[config.mk]
export PLATFORM = sky130hd
export DESIGN_NAME = thermostat_sequencer
export DESIGN_NICKNAME = d
export VERILOG_FILES = /design/src/rtl/thermostat_sequencer.sv
export SDC_FILE = /design/constraint.sdc
export NUM_CORES = 1
export LEC_CHECK = 0
export CAP_MARGIN = 30
export CORE_MARGIN = 2
export CORE_UTILIZATION = 69
export CTS_BUF_LIST = sky130_fd_sc_hd__clkbuf_16
export CTS_CLUSTER_DIAMETER = 40
export DETAILED_ROUTE_END_ITERATION = 8
export DONT_BUFFER_PORTS = 1
export GPL_ROUTABILITY_DRIVEN = 0
export PLACE_DENSITY = 0.91
export REMOVE_ABC_BUFFERS = 1
export SETUP_SLACK_MARGIN = 0.1
export SLEW_MARGIN = 15
export SYNTH_ARGS = -nofsm -noshare
export SYNTH_HDL_FRONTEND = slang
export SYNTH_SLANG_ARGS = --single-unit
export TNS_END_PERCENT = 1
[constraint.sdc]
create_clock -name clock -period 9 [get_ports clock]
set_input_delay 0.9 -clock clock [delete_from_list [all_inputs] [get_ports clock]]
set_output_delay 0.9 -clock clock [all_outputs]
set_load 0.01 [all_outputs]
[src/rtl/thermostat_sequencer.sv]
// Heat/cool sequencer with hysteresis, minimum run time and inter-mode lockout.
// Commands, state and lockout flag are registered copies decoded from the next state.
module thermostat_sequencer #(
    parameter int TW          = 10,
    parameter int HYST        = 20,
    parameter int MIN_ON_CYC  = 50,
    parameter int MIN_OFF_CYC = 20
) (
    input  logic          clock,
    input  logic          rst,
    input  logic          enable,
    input  logic          sample_valid,
    input  logic [TW-1:0] target_temp,
    input  logic [TW-1:0] ambient_temp,
    output logic          heat_cmd,
    output logic          cool_cmd,
    output logic [1:0]    state_o,
    output logic          lockout_o
);

    localparam int MAXC = (MIN_ON_CYC > MIN_OFF_CYC) ? MIN_ON_CYC : MIN_OFF_CYC;
    localparam int CW   = (MAXC > 1) ? $clog2(MAXC) : 1;
    localparam logic [CW-1:0] ON_LAST  = CW'(MIN_ON_CYC - 1);
    localparam logic [CW-1:0] OFF_LAST = CW'(MIN_OFF_CYC - 1);
    localparam logic signed [TW+1:0] HYST_S = (TW+2)'(HYST);

    typedef enum logic [1:0] {
        IDLE    = 2'b00,
        HEAT    = 2'b01,
        COOL    = 2'b10,
        LOCKOUT = 2'b11
    } state_t;

    state_t state, next_state;

    logic [TW-1:0] tgt_q, amb_q;
    logic          have_sample;
    logic [CW-1:0] cnt, cnt_limit;
    logic          heat_nxt, cool_nxt, lockout_nxt;

    // Two extra bits give headroom so tgt-HYST and tgt+HYST never wrap.
    logic signed [TW+1:0] tgt_s, amb_s, low_band, high_band;
    logic need_heat, need_cool, heat_done, cool_done;

    assign tgt_s     = {2'b00, tgt_q};
    assign amb_s     = {2'b00, amb_q};
    assign low_band  = tgt_s - HYST_S;
    assign high_band = tgt_s + HYST_S;
    assign need_heat = have_sample && (amb_s < low_band);
    assign need_cool = have_sample && (amb_s > high_band);
    assign heat_done = amb_s >= tgt_s;
    assign cool_done = amb_s <= tgt_s;

    always_ff @(posedge clock or posedge rst) begin
        if (rst) begin
            tgt_q       <= '0;
            amb_q       <= '0;
            have_sample <= 1'b0;
        end else if (sample_valid) begin
            tgt_q       <= target_temp;
            amb_q       <= ambient_temp;
            have_sample <= 1'b1;
        end
    end

    always_ff @(posedge clock or posedge rst) begin
        if (rst) begin
            state     <= IDLE;
            cnt       <= '0;
            heat_cmd  <= 1'b0;
            cool_cmd  <= 1'b0;
            lockout_o <= 1'b0;
        end else begin
            state     <= next_state;
            heat_cmd  <= heat_nxt;
            cool_cmd  <= cool_nxt;
            lockout_o <= lockout_nxt;
            if (next_state != state)
                cnt <= '0;
            else if (cnt < cnt_limit)
                cnt <= cnt + 1'b1;
        end
    end

    always_comb begin
        next_state = state;
        cnt_limit  = '0;
        unique case (state)
            IDLE: begin
                if (enable && have_sample) begin
                    if (need_heat)
                        next_state = HEAT;
                    else if (need_cool)
                        next_state = COOL;
                end
            end
            HEAT: begin
                cnt_limit = ON_LAST;
                if ((cnt >= ON_LAST) && (heat_done || need_cool || !enable))
                    next_state = LOCKOUT;
            end
            COOL: begin
                cnt_limit = ON_LAST;
                if ((cnt >= ON_LAST) && (cool_done || need_heat || !enable))
                    next_state = LOCKOUT;
            end
            LOCKOUT: begin
                cnt_limit = OFF_LAST;
                if (cnt >= OFF_LAST)
                    next_state = IDLE;
            end
            default: next_state = IDLE;
        endcase
    end

    always_comb begin
        heat_nxt    = (next_state == HEAT);
        cool_nxt    = (next_state == COOL);
        lockout_nxt = (next_state == LOCKOUT);
    end

    assign state_o = state;

endmodule

; ---- After elaboration in Yosys (flattened, before gate mapping)
; Index checks and enable logic that the tools add are counted.
[word_totals]
romBits = 0
mem_count = 0
register_bits = 32
inputBits = 24
out_inout_bits = 5
latchBits = 0
wordCells = 48
ramBits = 0
[classes]
n_shift = 0
bitwise_logic = 0
eq_ne = 7
n_mux = 10
reduce_logical = 13
mul = 0
n_addsub = 3
div_mod_pow = 0
magnitude_cmp = 7
[ops]
columns = op, n
row1 = 2-bit two-way mux, 6
row2 = 6-bit two-way mux, 2
row3 = 6-bit case mux with 2 select lines, 1
row4 = "10-bit by 5-bit adder with 11-bit output, second input constant", 1
row5 = 10-bit by 11-bit greater-than comparator with 1-bit output, 1
row6 = 11-bit < comparator, 1
row7 = "10-bit by 5-bit subtractor with 11-bit output, second input constant", 1
row8 = 10-bit greater-or-equal comparator, 1
row9 = 10-bit less-or-equal comparator, 1
row10 = "2-bit equality test, second input constant", 4
row11 = 2-bit case mux with 4 select lines, 1
row12 = "6-bit by 1-bit adder with 6-bit output, second input constant", 1
row13 = "6-bit by 5-bit greater-or-equal comparator with 1-bit output, second input constant", 1
row14 = "6-bit greater-or-equal comparator, second input constant", 1
row15 = 6-bit < comparator, 1
row16 = 1-bit logical AND, 5
row17 = "2-bit by 1-bit equality test with 1-bit output, second input constant", 2
row18 = 1-bit logical OR, 4
row19 = 2-bit zero test, 1
row20 = 2-bit != test, 1
row21 = 2-bit nonzero test, 1
row22 = 2-bit OR reduction, 1
row23 = 1-bit zero test, 1

; ---- Depth between registers and ports, before layout
[logic_depth]
word_depth = 10
depth_mapped = 13
ltp_nobuf = 13

; ---- Worst setup path before layout
; OpenSTA, ideal clock, no wires.
[synth_timing]
kind = register to register
from = register tgt_q[5]
to = register cnt[0]
setup_time_ns = 0.127
path_stages_with_launch = 12
path_slack_ns = 6.115
path_buffers = 1
period_less_slack_ns = 2.885
t_required_ns = 8.873
arrival_time_ns = 2.759
cell_sequence = dfrtp_1 -> buf_6 -> or4_4 -> nand2b_1 -> xnor2_1 -> ha_1 -> nand2_1 -> a211oi_1 -> nor2_2 -> or4b_4 -> a31oi_4 -> nor3_1
[synth_between]
elab_chain_len = 10
elab_cells_between_ends = 23
classes_between = add/sub (2) / order compare (4) / eq/ne (1) / mux (7) / reduce/logical (9)
[synth_rtl]
columns = item, line
row1 = "start, declared", 36  ; logic [TW-1:0] tgt_q, amb_q;
row2 = "start signal, assigned", 60  ; tgt_q <= target_temp;
row3 = 10-bit by 5-bit subtractor with 11-bit output / 10-bit by 5-bit adder with 11-bit output (equally long branches), "47, 48"
row4 = 11-bit < comparator / 10-bit by 11-bit greater-than comparator with 1-bit output (equally long branches), "49, 50"
row5 = 1-bit logical AND (on tied branches), "49, 50"
row6 = 1-bit logical OR (on tied branches) (2 in a row), "104, 99"
row7 = 1-bit logical AND (on tied branches), "104, 99"
row8 = 2-bit two-way mux (on tied branches), "104, 99"
row9 = 2-bit case mux with 4 select lines (*), 88  ; unique case (state)
row10 = 2-bit != test (*), 78  ; if (next_state != state)
row11 = 6-bit two-way mux / 2-bit nonzero test (equally long branches), -
row12 = "end signal, assigned", 81  ; cnt <= cnt + 1'b1;
row13 = "end, declared", 38  ; logic [CW-1:0] cnt, cnt_limit;
; Every way passes the cells marked *; elsewhere a longest branch is shown, timed or not.
; A chain may end at the register's enable or synchronous reset.

; ---- Final worst setup path
[layout_timing]
from = register tgt_q[5]
to = register cnt[3]
; Same word-level chain as after synthesis.

==> results.txt <==
The flow ran to the end, and the final reports show no timing, DRC or antenna violations. After clock tree synthesis, the clock-pin slew on the worst setup and hold paths is about 0.05 ns. In the final routed layout, each cell accounts on average for roughly 16 um. The capturing point of the worst reg2reg path is cnt[3]. The H-tree depth is 2.

Derived from the worst setup path, the maximum achievable clock frequency is around 0.32 GHz. The finished layout holds between 300 and 400 standard cells, fillers aside. The critical path is of the flop to flop type.

For hold timing, the worst endpoint is amb_q[1]. The highest metal layer carrying signal wires in the routed design is met4. The die covers 4000 um2. By area the synthesized netlist is led by dfrtp_1 (33%), ha_1 (19%), mux2_2 (4.6%), o21ai_0 (4.3%), xnor2_1 (4.0%). The summed instance area of the synthesized netlist is between 2000 and 2500 um2. Of the total power, the clock network draws 0.255. The wire length after detailed routing is between 5000 and 6000 um. Setup repair after global routing left no endpoint under its margin. The post-cts sizing count is 0. The floorplan has 21 rows. The clock arrives with approximately 0.0023 ns of skew.

The horizontal die dimension is approximately 63 um. The detailed router placed 1926 vias in this run. The number of buffers inserted during clock tree synthesis came out at 5. The final cell utilization of the core came out at 0.772. The number of top-level pins is 29. The initial standard-cell utilization of the core came out at 0.721.

The total overflow left after global routing is 0. The min-delay analysis places its worst path in the category flop to flop. The clock net sink count is 32. The first global-routing pass estimated a little under 9000 um of wire. The number of antenna violations at the first check in global routing is 0.

The worst hold path depth is 1. The endpoint arrival time on the critical path is approximately 3.3 ns. Of the cells placed in the final design, the portion with a size suffix greater than 1 is 0.0846. The share of power burned in combinational logic came out at 0.398. The remaining antenna violation count is 0. The filler cells instantiated in the layout total between 200 and 250. The count of placed standard cells including taps is approximately 300. The via count of the first global-routing pass came out at just under 2000. The least setup slack across all paths after layout came out at 5.88 ns. The instance count of the mapped netlist is 257.

The share of synthesized area occupied by flip-flops and latches is 0.330. The internal power is ~380 uW. The worst relative slew slack came out at 0.608. The number of buffers added to fix hold violations after cts is 0. The repair_antennas step left the layout with diodes totalling 0. In this run the static leakage power is 0.00123 uW. The first TritonRoute pass finished after 4 iterations. The power per cell area is 236 nW/um2. The worst setup path is captured at a flop. The number of max-slew violations in the final report is 0. The detailed-route vias per instance is 6.29.

The number of enable flip-flop cells after synthesis came out at 0. The most instantiated library cell after synthesis is ha_1. The data required time at the worst endpoint came out at between 9 and 10 ns. The maximum number of pins on one net before global-route repair is 33.

The worst path needs ~3.1 ns of the cycle, external delays included. The worst slack at placement is 5.94 ns. The share of total power consumed by net switching came out at 0.387.

The tool flagged a number of max-cap violations equal to 0. For this block, wires on met1 add up to roughly 2100 um. The setup slack of the worst register-to-register path is slightly below 6 ns. In the synthesized netlist the async set-or-reset flop fraction comes to 1.00. Once the clock tree was built, the setup fixing pass inserted 0 buffers. The count of input and output buffers is 0. The number of setup violations in the final report is 0. The startpoint identified for the worst register-to-register timing path is tgt_q[5]. The startpoint identified for the worst hold timing path is amb_q[1]. The slew of the pin with the lowest slew margin is around 0.6 ns. The number of different library cells in the post-synthesis netlist is between 40 and 50. In the synthesized netlist the dominant register cell turns out to be dfrtp_1. By count the netlist is led by ha_1 (37), dfrtp_1 (32), inv_1 (24), o21ai_0 (21), nand2_1 (17).

The final worst-path cycle share is 0.346. The synthesized design spends more area on one cell type than any other, namely dfrtp_1. From bottom edge to top edge, the die measures between 60 and 70 um. The final number of hold-violating endpoints is 0. The number of warnings reported in the yosys synthesis log came out at 0. The total area inside the core boundary comes to about 3400 um2. The worst-case reg-to-reg path depth is 10. The root buffer selected by CTS is clkbuf_16. Of the total power, registers draw 0.347. Of the post-synthesis cell area, the dominant cell type holds 0.330. The source-to-sink clock delay at the later pin of the worst-skew pair came out at between 0.2 and 0.3 ns. The setup TNS is 0 ns. TritonCTS built the clock tree. The switching power of the nets is ~240 uW.

A synthesized cell averages 9.43 um2. The final layout contains 320 nets. The met3 layer wire length in the routed design came out at around 310 um. The maximum fanout count along the critical path is 8. Summed over all nets, the half-perimeter wirelength after detailed placement is around 3700 um. After detailed routing, the number of remaining DRC violations is 0.

The type of element launching the critical path is a flop. The count of routing violations after the opening detailed-route iteration came out at just under 100. The worst vdd rail ir drop is 172 uV. The maximum buffer depth of the clock tree is 2. For this run, the total global-route usage over all layers was measured as 0.282. The number of synthesized register bits is 32. The area growth from synthesis to layout is 7.07%.

Wire segments on met2 add up to 2490 um in the final route.
## placed cells by master, fill, tap and decap left out, drive strengths merged, types with 3 or more instances in the layout
cell / count
nor4: 3
a21oi: 10
a21o: 4
nand2: 17
nor2: 10
ha: 37
o21ai: 21
xnor2: 11
inv: 26
dfrtp: 32
nand4: 8
mux2: 10
clkbuf: 5
and2: 3
nor2b: 4
nand3: 4
xor2: 6
a31oi: 4
nor3: 13
and3: 4
## how the worst max path moves through the flow
stage | endpoint | from | depth (start not counted) | slack (ns)
finish | cnt[3] | tgt_q[5] | 10 | 5.88
global route | cnt[3] | tgt_q[5] | 10 | 5.72
CTS | cnt[3] | tgt_q[5] | 10 | 5.89
detailed placement | cnt[2] | tgt_q[5] | 10 | 5.94
global placement | cnt[2] | tgt_q[5] | 10 | 6.05
floorplan | cnt[0] | tgt_q[5] | 10 | 6.15
## worst max-delay path, cell delays in order, from the launching register on
cell and delay, ns:
dfrtp_1 0.46, or4_4 0.57, nand2b_1 0.17, xnor2_1 0.15
ha_1 0.32, nand2_1 0.09, a211oi_1 0.29, nor2_2 0.11
or4b_4 0.51, a31oi_4 0.24, nor3_1 0.09
## logic make-up after synthesis
logic type | Yosys count | share of synthesized area
AO/OA/AOI/OAI | 53 | 0.144
XOR/XNOR | 17 | 0.0614
adder cells (fa/ha/maj) | 37 | 0.191
buffers and inverters | 30 | 0.0496
flip-flops | 32 | 0.330
multiplexers | 11 | 0.0506
AND/OR/NAND/NOR | 77 | 0.173
## state kept, by name, summed over array words and instances, names as in the netlist
signal	cells
cool_cmd	1
heat_cmd	1
have_sample	1
state_o	2
amb_q	10
tgt_q	10
lockout_o	1
cnt	6
## per-stage QoR
step           area [um2]  power (uW)  hold WS (ns)
5_1_grt              2590         664         0.545
2_1_floorplan        2390         396         0.454
4_1_cts              2590         614         0.515
6_report             2590         613         0.511
3_3_place_gp         2460         439         0.487
3_5_place_dp         2460         453         0.498
## layout make-up
cell class | instances | area [um2] | area share
clock buffer | 5 | 125 | 0.0482
clock inverter | 3 | 11.3 | 0.00434
inverter | 24 | 90.1 | 0.0347
multi-input combinational | 195 | 1500 | 0.579
sequential | 32 | 801 | 0.309
tap | 46 | 57.6 | 0.0222
timing repair buffer | 1 | 7.51 | 0.00289
## layer usage
layer,GRT usage,vias up
met1,0.350,927
met5,0,-
li1,-,925
met4,0.101,0
met2,0.477,62
met3,0.0696,12
## power by group through the flow
stage	clock, uW	combinational, uW	sequential (uW)
after global placement	0	226	213
after CTS	159	243	212
after detailed placement	0	240	213
after floorplan	0	193	203
after global routing	164	282	217
final	156	244	212
Power figures use the tool's default switching activity.
==> variant (same settings) <==
Change the parameter `MIN_OFF_CYC` from 20 to 10.
--- a/src/rtl/thermostat_sequencer.sv
+++ b/src/rtl/thermostat_sequencer.sv
@@ -5,5 +5,5 @@
     parameter int HYST        = 20,
     parameter int MIN_ON_CYC  = 50,
-    parameter int MIN_OFF_CYC = 20
+    parameter int MIN_OFF_CYC = 10
 ) (
     input  logic          clock,
Formal check against the unedited RTL: same outputs for any inputs over 10 cycles, from zero or initial values and one cycle with rst high; that may be too few to reach the edited logic, so the function may still have changed.
==> variant against the unedited design <==
Die area about the same. Synthesized area increased by 0.10%. Clock skew increased by 0.0022 ns. Cell area increased by 0.48%. Routed wire length increased by 0.72%. Power decreased by 4.1%. Utilization increased by 0.37 points. Non-clock buffer count unchanged. Worst setup slack got worse by 0.25 ns. Critical path depth increased by 3. Sequential power decreased by 3%. Sequential cell count unchanged. Critical path type unchanged. Critical endpoint unchanged. Largest cell class unchanged.
==> variant: results (changes against the unedited design) <==
* Seq area share at 30.7% (was 30.9%)
* Leak pwr at 1.21 nW (was 1.23 nW)
* WL met2 at 2520 µm (was 2490 µm)
* Metal3 WL at 272 µm (was 312 µm)
* Met3 usage at 7.86% (was 6.96%)
* Distinct cells, synth at 51 (was 47)
* Maximum vdd drop at 0.000135 V (was 0.000172 V)
* Synthesized area per cell at 9.86 µm² (was 9.43 µm²)
* Post-synthesis xor/xnor area fraction at 6.14% (about the same)
* Max FO, Critical Path at 6 (was 8)
* Placed cells at 289 (was 298)
* Via Count at 1828 (was 1926)
* Crit-path slowest cell: nor4bb_1 (was or4_4)
* Worst Tran Pin Value at 0.688 ns (was 0.587 ns)
* Mux cell area share after synthesis at 5.05% (was 5.06%)
* Crit path DAT at 3.55 ns (was 3.27 ns)
* Global-route wire length before repair at 8630 µm (was 8780 µm)
* Layout cells sized above 1 at 12.4% (was 8.46%)
* Final nets at 311 (was 320)
* Gr usage total at 27.8% (was 28.2%)
* Slowest stage delay, CP at 0.42 ns (was 0.57 ns)
* Met2 Use GR at 48.9% (was 47.7%)
* Avg WL per Cell at 17.1 µm (was 16.4 µm)
* Status: completed (unchanged)
* Multi-input gates at 190 (was 195)
* Via density per instance at 6.18 (was 6.29)
* Footprint of the multi-input gates at 1530 µm² (was 1500 µm²)
* Reg2reg setup slack at 5.64 ns (was 5.88 ns)
* Post-Synth Adder-Cell Area at 19.1% (about the same)
* Layout non-clock buf frac at 0.288% (was 0.289%)
* Clock Skews at 0.00449 ns (was 0.00225 ns)
* Worst R2R Path Depth at 13 (was 10)
* Synth area leaders: dfrtp_1 (33%), ha_1 (19%), mux2_2 (4.6%) (unchanged)
* Post-synthesis sequential area ratio at 33.0% (about the same)
* DR iter-0 viols at 118 (was 99)
* Hold EP: tgt_q[0]$_DFFE_PP0P_ (was amb_q[1]$_DFFE_PP0P_)
* Vias in the first global route at 1869 (was 1958)
* Global-route track usage on met1 at 33.3% (was 35.0%)
* M1 wire length at 2200 µm (was 2130 µm)
* Fillers at 237 (was 245)
* Clock-cell share of area at 5.09% (was 5.26%)
* Final HPWL DP at 3840 µm (was 3730 µm)
* Hold path start: tgt_q[0]$_DFFE_PP0P_ (was amb_q[1]$_DFFE_PP0P_)
variant: cell count changes after synthesis, moves of 3 or more:
cell / before / now
nor2_1: 9 / 4
o21ai_0: 21 / 16
nand3_1: 4 / 7
nand2_1: 17 / 20
nor3_1: 13 / 3
a31oi_1: 3 / 0
inv_1: 24 / 20
nand4_1: 8 / 4
nor3_2: 0 / 7
variant: worst max-delay path by stage:
| stage | start | to | cells past startpoint |
|---|---|---|---|
| 2_1_floorplan | tgt_q[5]$_DFFE_PP0P_ | lockout_o$_DFF_PP0_ | 12 |
| 3_3_place_gp | tgt_q[5]$_DFFE_PP0P_ | lockout_o$_DFF_PP0_ | 12 |
| 3_5_place_dp | tgt_q[5]$_DFFE_PP0P_ | lockout_o$_DFF_PP0_ | 12 |
| 4_1_cts | tgt_q[2]$_DFFE_PP0P_ | cnt[3]$_DFFE_PP0P_ | 13 |
| 5_1_grt | tgt_q[2]$_DFFE_PP0P_ | cnt[2]$_DFFE_PP0P_ | 13 |
| 6_report | tgt_q[2]$_DFFE_PP0P_ | cnt[3]$_DFFE_PP0P_ | 13 |
variant: report_power, final:
part           leakage (nW)  total, mW  internal, mW  switching (mW)
combinational         0.759      0.229         0.103           0.127
clock                0.0648      0.153        0.0985          0.0544
sequential            0.390      0.205         0.169          0.0360
variant: through the flow:
stage                     hold WS [ns]  util (%)  area (µm²)  power, mW  setup slack (ns)
after CTS                        0.520      77.5        2610      0.590              5.71
after global routing             0.540      77.5        2610      0.630              5.54
after detailed placement         0.507      73.6        2470      0.434              5.75
after global placement           0.497      73.6        2470      0.415              5.92
after floorplan                  0.453         -        2410      0.380              6.02
final                            0.513      77.5        2610      0.587              5.64
